--- config.mk ---
export PLATFORM = sky130hd
export DESIGN_NAME = spi_slave_frame_p_flat
export DESIGN_NICKNAME = d
export VERILOG_FILES = /design/src/rtl/spi_slave_pkg.sv /design/src/rtl/spi_slave_frame_p_if.sv /design/src/rtl/spi_shift_p.sv /design/src/rtl/spi_slave_frame_p.sv /design/src/flat_wrapper.sv
export SDC_FILE = /design/constraint.sdc
export NUM_CORES = 1
export LEC_CHECK = 0
export ABC_CLOCK_PERIOD_IN_PS = 4150
export BUFFER_PORTS_ARGS = -buffer_cell sky130_fd_sc_hd__buf_2
export CAP_MARGIN = 20
export CORE_MARGIN = 5
export CORE_UTILIZATION = 35
export CTS_BUF_LIST = sky130_fd_sc_hd__clkbuf_8 sky130_fd_sc_hd__clkbuf_16
export DETAILED_ROUTE_END_ITERATION = 7
export SYNTH_ARGS = -nofsm -noshare
export SYNTH_HDL_FRONTEND = slang
export SYNTH_SLANG_ARGS = --single-unit
--- constraint.sdc ---
create_clock -name clk -period 4.15 [get_ports clk]
set_input_delay 0.6225 -clock clk [delete_from_list [all_inputs] [get_ports clk]]
set_output_delay 0.6225 -clock clk [all_outputs]
set_load 0.01 [all_outputs]
--- src/rtl/spi_slave_pkg.sv ---
// Shared command codes and FSM state encoding for the SPI frame slave.
// No logic; imported by the slave top.
package spi_slave_pkg;

  localparam logic [1:0] CMD_WR_ADDR = 2'b00;
  localparam logic [1:0] CMD_WR_DATA = 2'b01;
  localparam logic [1:0] CMD_RD_ADDR = 2'b10;
  localparam logic [1:0] CMD_RD_DATA = 2'b11;

  // Gray sequence along the normal IDLE -> RX -> WAIT_TX -> TX -> DONE path.
  typedef enum logic [2:0] {
    ST_IDLE    = 3'b000,
    ST_RX      = 3'b001,
    ST_WAIT_TX = 3'b011,
    ST_TX      = 3'b010,
    ST_DONE    = 3'b110
  } state_t;

endpackage

--- src/rtl/spi_slave_frame_p_if.sv ---
// Frame/RAM-side bundle of the SPI slave; slave modport is the DUT view.
// Pure wiring, no latency, no backpressure.
interface spi_slave_frame_p_if #(
  parameter int DATA_W = 8
);
  logic              ss_n;
  logic              MOSI;
  logic              MISO;
  logic [DATA_W+1:0] rx_data;
  logic              rx_valid;
  logic [DATA_W-1:0] tx_data;
  logic              tx_valid;
  logic              seq_err;
  logic              tx_timeout;
  logic              frame_abort;

  modport slave (
    input  ss_n, MOSI, tx_data, tx_valid,
    output MISO, rx_data, rx_valid, seq_err, tx_timeout, frame_abort
  );

  modport master (
    output ss_n, MOSI, tx_data, tx_valid,
    input  MISO, rx_data, rx_valid, seq_err, tx_timeout, frame_abort
  );
endinterface

--- src/rtl/spi_shift_p.sv ---
// Generic shift register: parallel load has priority over a one-bit shift.
// One cycle per load/shift; no backpressure.
module spi_shift_p #(
  parameter int W         = 8,
  parameter bit MSB_FIRST = 1'b1
) (
  input  logic         clk,
  input  logic         rst_n,
  input  logic         load,
  input  logic [W-1:0] load_dat,
  input  logic         shift,
  input  logic         sin,
  output logic [W-1:0] q
);

  logic [W-1:0] q_nxt;

  assign q_nxt = MSB_FIRST ? {q[W-2:0], sin} : {sin, q[W-1:1]};

  always_ff @(posedge clk) begin
    if (!rst_n) begin
      q <= '0;
    end else if (load) begin
      q <= load_dat;
    end else if (shift) begin
      q <= q_nxt;
    end
  end

endmodule

--- src/rtl/spi_slave_frame_p.sv ---
// SPI slave: deserialises DATA_W+2 bit command frames, serialises RAM read data on MISO.
// rx_valid the cycle after the last frame bit; MISO first bit the cycle after tx_valid; ss_n high aborts.
module spi_slave_frame_p
  import spi_slave_pkg::*;
#(
  parameter int DATA_W     = 8,
  parameter bit MSB_FIRST  = 1'b1,
  parameter int TX_TIMEOUT = 16,
  parameter int TO_W       = 5
) (
  input logic              clk,
  input logic              rst_n,
  spi_slave_frame_p_if.slave bus
);

  localparam int W     = DATA_W + 2;
  localparam int CNT_W = $clog2(W + 1);
  localparam logic [CNT_W-1:0] CNT_FULL = CNT_W'(W);
  localparam logic [TO_W-1:0]  TO_LAST  = TO_W'((TX_TIMEOUT > 0) ? TX_TIMEOUT - 1 : 0);
  localparam logic [DATA_W-1:0] TX_MARK = MSB_FIRST ? {1'b1, {(DATA_W-1){1'b0}}}
                                                    : {{(DATA_W-1){1'b0}}, 1'b1};

  (* fsm_encoding = "gray" *) state_t state_q, state_d;
  logic [CNT_W-1:0] cnt_q, cnt_d;
  logic [TO_W-1:0]  to_q, to_d;
  logic             rd_pend_q, rd_pend_d;
  logic [W-2:0]     rx_q;
  logic [DATA_W:0]  tx_q;
  logic [DATA_W:0]  tx_ld_dat;
  logic [W-1:0]     frame;
  logic [1:0]       frame_cmd;
  logic             tx_last;
  logic rx_shift, rx_fin, tx_load, tx_shift, tx_clr, abort_hit, tmo_hit, seq_hit;

  // The RX shifter only holds the first W-1 bits; the live MOSI bit completes the frame.
  assign frame     = MSB_FIRST ? {rx_q, bus.MOSI} : {bus.MOSI, rx_q};
  assign frame_cmd = frame[W-1:W-2];

  // TX shifter carries a trailing marker bit: the frame is over once only the
  // marker remains behind the bit currently on MISO.
  assign tx_ld_dat = tx_clr ? '0 : (MSB_FIRST ? {bus.tx_data, 1'b1} : {1'b1, bus.tx_data});
  assign tx_last   = MSB_FIRST ? (tx_q[DATA_W-1:0] == TX_MARK) : (tx_q[DATA_W:1] == TX_MARK);
  assign bus.MISO  = MSB_FIRST ? tx_q[DATA_W] : tx_q[0];

  spi_shift_p #(.W(W-1), .MSB_FIRST(MSB_FIRST)) u_rx_shift (
    .clk(clk), .rst_n(rst_n), .load(1'b0), .load_dat('0),
    .shift(rx_shift), .sin(bus.MOSI), .q(rx_q)
  );

  spi_shift_p #(.W(DATA_W+1), .MSB_FIRST(MSB_FIRST)) u_tx_shift (
    .clk(clk), .rst_n(rst_n), .load(tx_load | tx_clr), .load_dat(tx_ld_dat),
    .shift(tx_shift), .sin(1'b0), .q(tx_q)
  );

  always_comb begin
    state_d   = state_q;
    cnt_d     = cnt_q;
    to_d      = to_q;
    rd_pend_d = rd_pend_q;
    rx_shift  = 1'b0;
    rx_fin    = 1'b0;
    tx_load   = 1'b0;
    tx_shift  = 1'b0;
    tx_clr    = 1'b0;
    abort_hit = 1'b0;
    tmo_hit   = 1'b0;
    seq_hit   = 1'b0;
    if (state_q != ST_IDLE && bus.ss_n) begin
      state_d   = ST_IDLE;
      cnt_d     = '0;
      to_d      = '0;
      tx_clr    = 1'b1;
      abort_hit = (state_q != ST_DONE);
    end else begin
      case (state_q)
        ST_IDLE: begin
          cnt_d = CNT_FULL;
          to_d  = '0;
          if (!bus.ss_n) state_d = ST_RX;
        end
        ST_RX: begin
          rx_shift = 1'b1;
          cnt_d    = cnt_q - 1'b1;
          if (cnt_q == CNT_W'(1)) begin
            rx_fin = 1'b1;
            if (frame_cmd == CMD_RD_ADDR)      rd_pend_d = 1'b1;
            else if (frame_cmd == CMD_RD_DATA) rd_pend_d = 1'b0;
            seq_hit = (frame_cmd == CMD_RD_DATA) && !rd_pend_q;
            state_d = (frame_cmd == CMD_RD_DATA && rd_pend_q) ? ST_WAIT_TX : ST_DONE;
          end
        end
        ST_WAIT_TX: begin
          to_d = to_q + 1'b1;
          if (bus.tx_valid) begin
            tx_load = 1'b1;
            state_d = ST_TX;
          end else if (TX_TIMEOUT > 0 && to_q == TO_LAST) begin
            tmo_hit = 1'b1;
            state_d = ST_DONE;
          end
        end
        ST_TX: begin
          if (tx_last) begin
            tx_clr  = 1'b1;
            state_d = ST_DONE;
          end else begin
            tx_shift = 1'b1;
          end
        end
        ST_DONE: ;
        default: state_d = ST_IDLE;
      endcase
    end
  end

  always_ff @(posedge clk) begin
    if (!rst_n) begin
      state_q         <= ST_IDLE;
      cnt_q           <= '0;
      to_q            <= '0;
      rd_pend_q       <= 1'b0;
      bus.rx_data     <= '0;
      bus.rx_valid    <= 1'b0;
      bus.seq_err     <= 1'b0;
      bus.tx_timeout  <= 1'b0;
      bus.frame_abort <= 1'b0;
    end else begin
      state_q         <= state_d;
      cnt_q           <= cnt_d;
      to_q            <= to_d;
      rd_pend_q       <= rd_pend_d;
      bus.rx_valid    <= rx_fin;
      bus.seq_err     <= seq_hit;
      bus.tx_timeout  <= tmo_hit;
      bus.frame_abort <= abort_hit;
      if (rx_fin) bus.rx_data <= frame;
    end
  end

endmodule

--- src/flat_wrapper.sv ---
// flat-port wrapper written by rule: the top's interface ports become plain ports
module spi_slave_frame_p_flat import spi_slave_pkg::*;
#(
  parameter int DATA_W     = 8,
  parameter bit MSB_FIRST  = 1'b1,
  parameter int TX_TIMEOUT = 16,
  parameter int TO_W       = 5
)
  (clk, rst_n, bus_ss_n, bus_MOSI, bus_tx_data, bus_tx_valid, bus_MISO, bus_rx_data, bus_rx_valid, bus_seq_err, bus_tx_timeout, bus_frame_abort);
  spi_slave_frame_p_if #(.DATA_W(DATA_W)) bus_i ();
  input logic clk;
  input logic rst_n;
  input wire logic [$bits(bus_i.ss_n)-1:0] bus_ss_n;
  input wire logic [$bits(bus_i.MOSI)-1:0] bus_MOSI;
  input wire logic [$bits(bus_i.tx_data)-1:0] bus_tx_data;
  input wire logic [$bits(bus_i.tx_valid)-1:0] bus_tx_valid;
  output wire logic [$bits(bus_i.MISO)-1:0] bus_MISO;
  output wire logic [$bits(bus_i.rx_data)-1:0] bus_rx_data;
  output wire logic [$bits(bus_i.rx_valid)-1:0] bus_rx_valid;
  output wire logic [$bits(bus_i.seq_err)-1:0] bus_seq_err;
  output wire logic [$bits(bus_i.tx_timeout)-1:0] bus_tx_timeout;
  output wire logic [$bits(bus_i.frame_abort)-1:0] bus_frame_abort;
  assign bus_i.ss_n = bus_ss_n;
  assign bus_i.MOSI = bus_MOSI;
  assign bus_i.tx_data = bus_tx_data;
  assign bus_i.tx_valid = bus_tx_valid;
  assign bus_MISO = bus_i.MISO;
  assign bus_rx_data = bus_i.rx_data;
  assign bus_rx_valid = bus_i.rx_valid;
  assign bus_seq_err = bus_i.seq_err;
  assign bus_tx_timeout = bus_i.tx_timeout;
  assign bus_frame_abort = bus_i.frame_abort;
  spi_slave_frame_p #(.DATA_W(DATA_W), .MSB_FIRST(MSB_FIRST), .TX_TIMEOUT(TX_TIMEOUT), .TO_W(TO_W)) u_core (.clk(clk), .rst_n(rst_n), .bus(bus_i));
endmodule
# Yosys cells after proc, flatten, opt, wreduce, memory -nomap -nowiden
# Index checks and enable logic that the tools add are counted.
# op_classes
n_addsub,2
n_eq_ne,14
mux,29
bitwise_logic,7
reduce_logical,16
# op_table
cell,count
2-to-1 mux 9 bit,3
2-to-1 mux 3 bit,6
2-to-1 mux 1 bit,17
one-hot mux 3 bit (5 select lines),1
one-hot mux 5 bit (2 select lines),1
equality test 8 bit (second input constant),1
one-hot mux 4 bit (2 select lines),1
nonzero test 2 bit,4
OR reduction 4 bit,2
equality test 3 x 2 -> 1 bit (second input constant),2
inverter 1 bit,6
adder 5 x 1 -> 5 bit (second input constant),1
equality test 5 x 4 -> 1 bit (second input constant),1
AND reduction 5 bit,1
equality test 2 bit (second input constant),2
equality test 4 x 1 -> 1 bit (second input constant),1
inequality test 2 x 1 -> 1 bit (second input constant),2
AND reduction 4 bit,1
subtractor 4 x 1 -> 4 bit (second input constant),1
equality test 3 x 1 -> 1 bit (second input constant),1
equality test 3 bit (second input constant),1
logical AND 1 bit,3
logical NOT 3 bit,1
inequality test 3 x 2 -> 1 bit (second input constant),1
other kinds (7),7
# totals
ff_bits,45
inputBits,13
elab_cells,79

# Depth between registers and ports, before layout
# Gate-level depths: netlist of the first run.
# depth
word_depth,6
ltp_mapped,7
depth_no_buf,6

# Modules after synthesis
# From an unflattened synthesis of the first run, not the netlist that was laid out.
# hier_totals
cells_unflattened,250
hier_area_um2,2409.8
# by_module_without_submodules
module,instances,cells_per_inst,area_each_um2,seq_area_each_um2
spi_slave_frame_p,1,172,1446.4,540.5
spi_shift_p,2,39,481.7,180.2

# Worst setup path before layout of the first run
# OpenSTA, ideal clock, no wires.
# synth_path
kind,in2reg
from,input bus_ss_n
to,register u_core.u_tx_shift.q[5]
setup_time_ps,122
arrival_ps,1602
setup_slack_ps,2426
cell_stages,5
path_cell_list,buf_2 > o21ai_0 > o21ai_0 > and4_4 > a221o_1
# synth_between
elab_chain_len,4
word_cells_on_any_way,8
classes_between,mux: 5; bitwise: 1; reduce/logical: 2
# synth_rtl
item,line,source
start: declaration,flat_wrapper.sv:13,input wire logic [$bits(bus_i.ss_n)-1:0] bus_ss_n;
logical AND 1 bit *,spi_slave_frame_p.sv:68,if (state_q != ST_IDLE && bus.ss_n) begin
2-to-1 mux 1 bit,spi_slave_frame_p.sv:68,
2-to-1 mux 9 bit / OR 1 bit (equally long branches),"spi_slave_frame_p.sv:41, spi_slave_frame_p.sv:51",
2-to-1 mux 9 bit / nonzero test 2 bit (equally long branches),-,
end signal: assignment,spi_shift_p.sv:24,q <= load_dat;
end signal: assignment,spi_shift_p.sv:26,q <= q_nxt;
end: declaration,spi_shift_p.sv:13,output logic [W-1:0] q
# Mark *: on every way between the ends. The rest lies on a longest branch, timed or not.
# A chain may end at the register's enable or synchronous reset.

# Final worst setup path of the first run
# layout_path
from,register u_core.state_q[0]
to,register u_core.bus.rx_data[2]
# layout_between
elab_chain_len,3
word_cells_on_any_way,5
classes_between,eq/ne: 1; mux: 2; reduce/logical: 2
# layout_rtl
item,line,source
start: declaration,spi_slave_frame_p.sv:23,"(* fsm_encoding = ""gray"" *) state_t state_q, state_d;"
start signal: assignment,spi_slave_frame_p.sv:128,state_q <= state_d;
equality test 3 x 1 -> 1 bit / nonzero test 3 bit (equally long branches),"spi_slave_frame_p.sv:75, spi_slave_frame_p.sv:68",
2-to-1 mux 1 bit / logical AND 1 bit (equally long branches),"spi_slave_frame_p.sv:75, spi_slave_frame_p.sv:68",
2-to-1 mux 1 bit *,spi_slave_frame_p.sv:68,
end signal: assignment,spi_slave_frame_p.sv:136,if (rx_fin) bus.rx_data <= frame;
end: declaration,spi_slave_frame_p_if.sv:19,"output MISO, rx_data, rx_valid, seq_err, tx_timeout, frame_abort"
# Marked as above.

==> run_results.csv, run 1 <==
group,metric,value,unit
setup_path,r2r_setup_slack,1.59,ns
drt,wl_per_cell,12.88,um
place,placed_cells,320,
floorplanning,die_h,86.29,um
setup_path,r2r_end,"u_core.bus.rx_data[2]$_SDFFE_PN0P_",
place,gp_congestion,0.7652,
clock_network,cts_made_buffers,5,
drt,drc_errors,0,
drt,wl,4225,um
finish,drive_above_1_share,15.23,%
setup_path,r2r-start,"u_core.state_q[0]$_SDFFE_PP0P_",
clock_network,hold_buffers,0,
place,hpwl,2872,um
finish,final_nets,272,
finish,stdcell_count,328,
power_and_ir_drop,powerDensity,395.5,mW/mm^2
sta,finalCritPeriodShare,61.64,%
sta,max-slew-margin-rel,36.17,%
synth,avgSynthCellArea,8.631,sq um
place,place_area,0.002193,sq mm
sta,min_period,2.558,ns
drt,first_pass_iters,4,
finish,diodes,0,
synth,synth-seq-cells,45,
sta,hold_viol_final,0,
sta,rsz0062_at_grt,"no",
synth,async_reset_ff_share,0,%
setup_path,endpoint_kind,"flop",
global_routing,first_global_vias,1544,
floorplanning,core-area,0.005574,sq mm
min_path,holdPathStages,2,
floorplanning,rows,27,
finish,design_area,0.002327,sq mm
sta,fin_setup_tns,0,ns
drt,via_count,1715,
finish,fill_cells,562,
setup_path,critical_path.max_fanout,27,
synth,synthDistinctLibCells,46,
sta,holdWs,0.4541,ns
drt,antenna_left,0,
synth,synth-edff-count,0,
clock_network,clock_path_buffers,2,
clock_network,cts_resized,0,
synth,synthCells,236,
run,maxCapViolations,0,
clock_network,cts_setup_buffers,0,
clock_network,clock-sinks,45,
clock_network,cts_tree,"yes",
sta,slew_viol_final,0,
global_routing,antenna_found_initial,0,
power_and_ir_drop,ir_drop,0.1302,mV
clock_network,clkTransAtPathRegs,0.09,ns
floorplanning,die_w,86.29,um
floorplanning,die-area,0.007446,sq mm
sta,setup_viol,0,
floorplanning,ios,28,
setup_path,cp.arrival,2.73,ns
setup_path,crit_end,"u_core.bus.rx_data[2]$_SDFFE_PN0P_",
setup_path,startpoint,"u_core.state_q[0]$_SDFFE_PP0P_",
clock_network,h-tree-depth,2,
power_and_ir_drop,p_leak,0.8940,nW
run_status,status,"complete, no violations",
synth,netlist_area,0.002037,sq mm
global_routing,overflow,0,
global_routing,grt_pass1_wl,7424,um
sta,max_freq,0.3909,GHz
clock_network,insertion_delay,0.30,ns
synth,synth_top_flop_cell,"dfxtp_1",
clock_network,clockRootBuffer,"clkbuf_8",
place,io_buffers,27,
finish,final_util,41.75,%
global_routing,grt_max_degree,37,
sta,worst-slew-pin-transition,0.9549,ns
floorplanning,initial_utilization,36.54,%
sta,fin_worst_skew,0.006897,ns
drt,drt_iter0_drc,102,
global_routing,grt.total_usage,12.11,%
setup_path,path_class,"flop to flop",
setup_path,cp-start-kind,"flop",
drt,via_per_inst,5.229,
min_path,hp-class,"flop to flop",
finish,syn_to_final_growth,14.25,%
synth,yosys_warnings,0,
synth,synth_nets,253,
setup_path,required,4.33,ns
setup_path,ff2ff_path_depth,4,
synth,seq_area_frac_synth,44.23,%
[worst min path at each step]
stage | start | endpoint | slack, ns
2_1_floorplan | u_core.cnt_q[3]$_SDFFE_PP0P_ | u_core.cnt_q[3]$_SDFFE_PP0P_ | 0.45
4_1_cts | u_core.bus.rx_data[0]$_SDFFE_PN0P_ | u_core.bus.rx_data[0]$_SDFFE_PN0P_ | 0.46
3_3_place_gp | u_core.bus.rx_data[0]$_SDFFE_PN0P_ | u_core.bus.rx_data[0]$_SDFFE_PN0P_ | 0.44
5_1_grt | u_core.bus.rx_data[0]$_SDFFE_PN0P_ | u_core.bus.rx_data[0]$_SDFFE_PN0P_ | 0.48
3_5_place_dp | u_core.bus.rx_data[0]$_SDFFE_PN0P_ | u_core.bus.rx_data[0]$_SDFFE_PN0P_ | 0.45
6_report | u_core.bus.rx_data[0]$_SDFFE_PN0P_ | u_core.bus.rx_data[0]$_SDFFE_PN0P_ | 0.45
[worst max-delay path: stages, from the launching register on]
cell and delay (ns):
dfxtp_1 0.86, nor4b_2 0.90, nand2_1 0.43, nand2_1 0.16
a21boi_0 0.10
[cell type report]
class	instances	area, sq um	area share, %
Tap cell	72	90.09	3.871
Sequential cell	45	900.9	38.71
Inverter	6	22.52	0.9677
Clock buffer	5	68.82	2.957
Multi-Input combinational cell	170	1045	44.89
Clock inverter	3	65.06	2.796
Timing Repair Buffer	27	135.1	5.806
[through the flow]
stage / setup WS (ns) / power (mW)
global route: 1.247 / 0.9610
global placement: 1.632 / 0.5439
floorplan: 2.426 / 0.5247
finish: 1.592 / 0.9204
detailed placement: 1.592 / 0.5446
CTS: 1.555 / 0.9299
[synth_stat cells (4+ instances only)]
master	number	area, sq um
nor2_1	13	48.80
a21boi_0	20	150.1
a21oi_1	9	45.04
ha_1	4	50.05
nand2_1	43	161.4
nand2b_1	6	37.54
o21ai_0	12	60.06
nand3_1	4	20.02
inv_1	6	22.52
a221oi_1	4	35.03
dfxtp_1	45	900.9
nor2b_1	6	37.54
and3_1	7	43.79
buf_2	10	50.05
clkbuf_1	5	18.77
a221o_1	4	40.04
[per-layer routing]
layer	wire length, um	track usage, %	share of wire (%)
met5	0	0	0
met2	1848	18.08	44
met4	61	4.674	1.4
met1	2149	16.92	51
met3	165	2.757	3.9
[report_power, final]
part           internal [mW]  total (mW)  switching (mW)  leakage (nW)
combinational         0.0309      0.0738          0.0429         0.462
clock                  0.239       0.386           0.147        0.0681
sequential             0.443       0.461          0.0180         0.364
total                  0.713       0.920           0.208         0.894
[registers in the layout (all words and copies together) (netlist names)]
register and flops:
u_core.bus.rx_valid 1, u_core.cnt_q 4, u_core.u_rx_shift.q 9, u_core.rd_pend_q 1, u_core.bus.frame_abort 1, u_core.to_q 5
u_core.bus.tx_timeout 1, u_core.bus.seq_err 1, u_core.bus.rx_data 10, u_core.u_tx_shift.q 9, u_core.state_q 3
[cells by family after synthesis]
group / synth area share [%]
buf+inv: 4.484
mux: 0.9828
flops: 44.23
compound gates: 23.28
simple gates: 24.57
fa+ha+maj: 2.457
[cells in the final DEF (no fill, tap or decap), drive strengths merged, types with 2 or more instances in the layout]
master  netlist  layout
buf          10      27
nand3         4       4
dfxtp        45      45
ha            4       4
nor3b         2       2
bufinv        0       2
a221oi        4       4
nor2         13      13
nand2        43      43
a21boi       21      21
a22oi         3       3
nor4b         2       2
mux2i         2       2
clkbuf        5       5
nor2b         6       6
a21oi         9       9
nor3          4       4
a31oi         2       2
inv           6       6
a221o         4       4
o21ai        12      12
nand2b        7       7
a311oi        2       2
and3          7       7
No activity file was read; power rests on OpenSTA's default activity.
==> run 2: changes to the inputs <==
Settings changed: ABC_CLOCK_PERIOD_IN_PS 4150 to 2550.
Clock period 4.15 ns to 2.55 ns, I/O delays scaled along.
==> run 2 against run 1 <==
  * Clock power up 42%
  * Wire length increased by 2.1%
  * Final area is 0.81% higher
  * Register-to-register slack worse by 0.91 ns
  * Sequential cell count unchanged
  * Worst hold slack worse by 0.14 ns
  * Utilization is 0.34 points higher
  * Critical endpoint is now u_core.bus.rx_data[5]$_SDFFE_PN0P_
  * Largest cell class unchanged
  * Largest power group unchanged
==> run_results.csv, run 2 (synthesis results as in run 1) <==
group,metric,value,unit
power_and_ir_drop,p_sw,354.1,uW
finish,reg.largest.list,"u_core.bus.rx_data x10, u_core.u_rx_shift.q x9, u_core.u_tx_shift.q x9",
clock_network,insertion_delay,0.30,ns
sta,min_period,1.866,ns
setup_path,path_cells,"nor4b_2 -> and2_1 -> nand2_1 -> a21boi_0",
place,hpwl,3007,um
clock_network,cts_setup_buffers,0,
floorplanning,initial_utilization,36.54,%
drt,wl,4312,um
drt,via_count,1697,
place,gp_congestion,0.8038,
finish,stdcell_count,333,
clock_network,hold_buffers,0,
setup_path,required,2.77,ns
floorplanning,rows,27,
place,io_buffers,27,
power_and_ir_drop,intPower,1.070,mW
setup_path,cp.arrival,2.09,ns
finish,diodes,0,
power_and_ir_drop,seqPwrFrac,52.2,%
floorplanning,core-area,0.005574,sq mm
floorplanning,die_w,86.29,um
sta,worst-slew-pin-transition,0.5344,ns
drt,drt_iter0_drc,71,
global_routing,grt.total_usage,12.23,%
global_routing,antenna_found_initial,0,
power_and_ir_drop,powerDensity,606.9,mW/mm^2
drt,via_per_inst,5.096,
clock_network,cts_tree,"yes",
clock_network,cts_made_buffers,5,
power_and_ir_drop,power_frac_clock,38.4,%
setup_path,path_buf_inv,0,
setup_path,r2r_setup_slack,0.68,ns
power_and_ir_drop,fin_total_pwr,1.424,mW
setup_path,critPathTopFamily,"simple AND/OR/NAND/NOR gates",
finish,final_util,42.09,%
setup_path,path_class,"flop to flop",
sta,fin_setup_tns,0,ns
drt,drc_errors,0,
finish,final_nets,277,
min_path,hp-class,"primary input to flop",
sta,max-slew-margin-rel,63.99,%
drt,first_pass_iters,4,
setup_path,cp-start-kind,"flop",
clock_network,clock-sinks,45,
sta,rsz0062_at_grt,"no",
sta,finalCritPeriodShare,73.16,%
power_and_ir_drop,ir_drop,0.1979,mV
drt,wl_per_cell,12.95,um
finish,fill_cells,575,
place,placed_cells,325,
global_routing,first_global_vias,1611,
finish,drive_above_1_share,16.86,%
power_and_ir_drop,switching_share,24.87,%
finish,layout_commonest_cell,"dfxtp_1",
sta,slew_viol_final,0,
floorplanning,die-area,0.007446,sq mm
floorplanning,die_h,86.29,um
sta,max_freq,0.5360,GHz
clock_network,clockRootBuffer,"clkbuf_8",
setup_path,critPathMaxStageDelay,0.67,ns
global_routing,overflow,0,
sta,hold_viol_final,0,
setup_path,endpoint_kind,"flop",
sta,setup_viol,0,
finish,multi_input_area,0.001045,sq mm
power_and_ir_drop,p_leak,0.9070,nW
sta,fin_worst_skew,0.006846,ns
setup_path,critical_path.max_fanout,18,
global_routing,grt_max_degree,37,
clock_network,clkTransAtPathRegs,0.09,ns
clock_network,h-tree-depth,2,
drt,antenna_left,0,
global_routing,grt_pass1_wl,7410,um
setup_path,crit_slowest_cell,"dfxtp_1",
finish,largest_reg_flops,10,
power_and_ir_drop,comb_power_share,9.4,%
finish,top_register,"u_core.bus.rx_data",
run,maxCapViolations,0,
finish,syn_to_final_growth,15.17,%
run_status,status,"complete, no violations",
clock_network,cts_resized,0,
floorplanning,ios,28,
finish,final_cell_mix,"dfxtp_1 (45), nand2_1 (43), buf_2 (27)",
clock_network,clock_path_buffers,2,
finish,seqCellArea,900.9,sq um
-- run 2: layout make-up --
| type | instances | area share, % |
|---|---|---|
| inverters | 6 | 0.9600 |
| flip-flops and latches | 45 | 38.40 |
| repair buffers | 32 | 7.360 |
| well taps | 72 | 3.840 |
| clock inverters | 3 | 1.973 |
| clock buffers | 5 | 2.933 |
| multi-input cells | 170 | 44.53 |
-- run 2: metal layers --
metal / part of all wire (%) / vias to the layer above / GRT usage (%)
li1: - / 887 / -
met1: 51 / 783 / 15.76
met2: 44 / 22 / 19.41
met3: 3.9 / 5 / 3.707
met4: 1.5 / 0 / 4.249
met5: 0 / - / 0
-- run 2: path summary, 6_finish.rpt --
check,start,cells after the start,to
setup / recovery,u_core.state_q[0]$_SDFFE_PP0P_,4,u_core.bus.rx_data[5]$_SDFFE_PN0P_
hold / removal,bus_tx_data[5],2,u_core.u_tx_shift.q[6]$_SDFFE_PN0P_
setup reg to reg,u_core.state_q[0]$_SDFFE_PP0P_,4,u_core.bus.rx_data[5]$_SDFFE_PN0P_
hold reg to reg,u_core.bus.rx_data[0]$_SDFFE_PN0P_,2,u_core.bus.rx_data[0]$_SDFFE_PN0P_
-- run 2: power by group through the flow --
stage               Clock [mW]  Sequential (mW)  Combinational [mW]
floorplan                    0            0.746               0.108
global placement             0            0.758               0.134
detailed placement           0            0.759               0.135
CTS                      0.564            0.743               0.135
global route             0.591            0.747               0.151
finish                   0.547            0.743               0.134
-- run 2: worst reg2reg max path: cells and delay by family (launching register included) --
family / cells / cell delay [ns]
simple gates: 3 / 0.95
flops: 1 / 0.67
compound gates: 1 / 0.17
-- run 2: metrics by stage --
stage                     area [sq um]  setup slack [ns]  hold WS (ns)
after CTS                         2346            0.6417        0.3021
final                             2346            0.6843        0.3105
after global routing              2346            0.4143        0.3039
after global placement            2231            0.7186        0.4411
after detailed placement          2231            0.6638        0.4500
after floorplan                   2037             1.002        0.4498
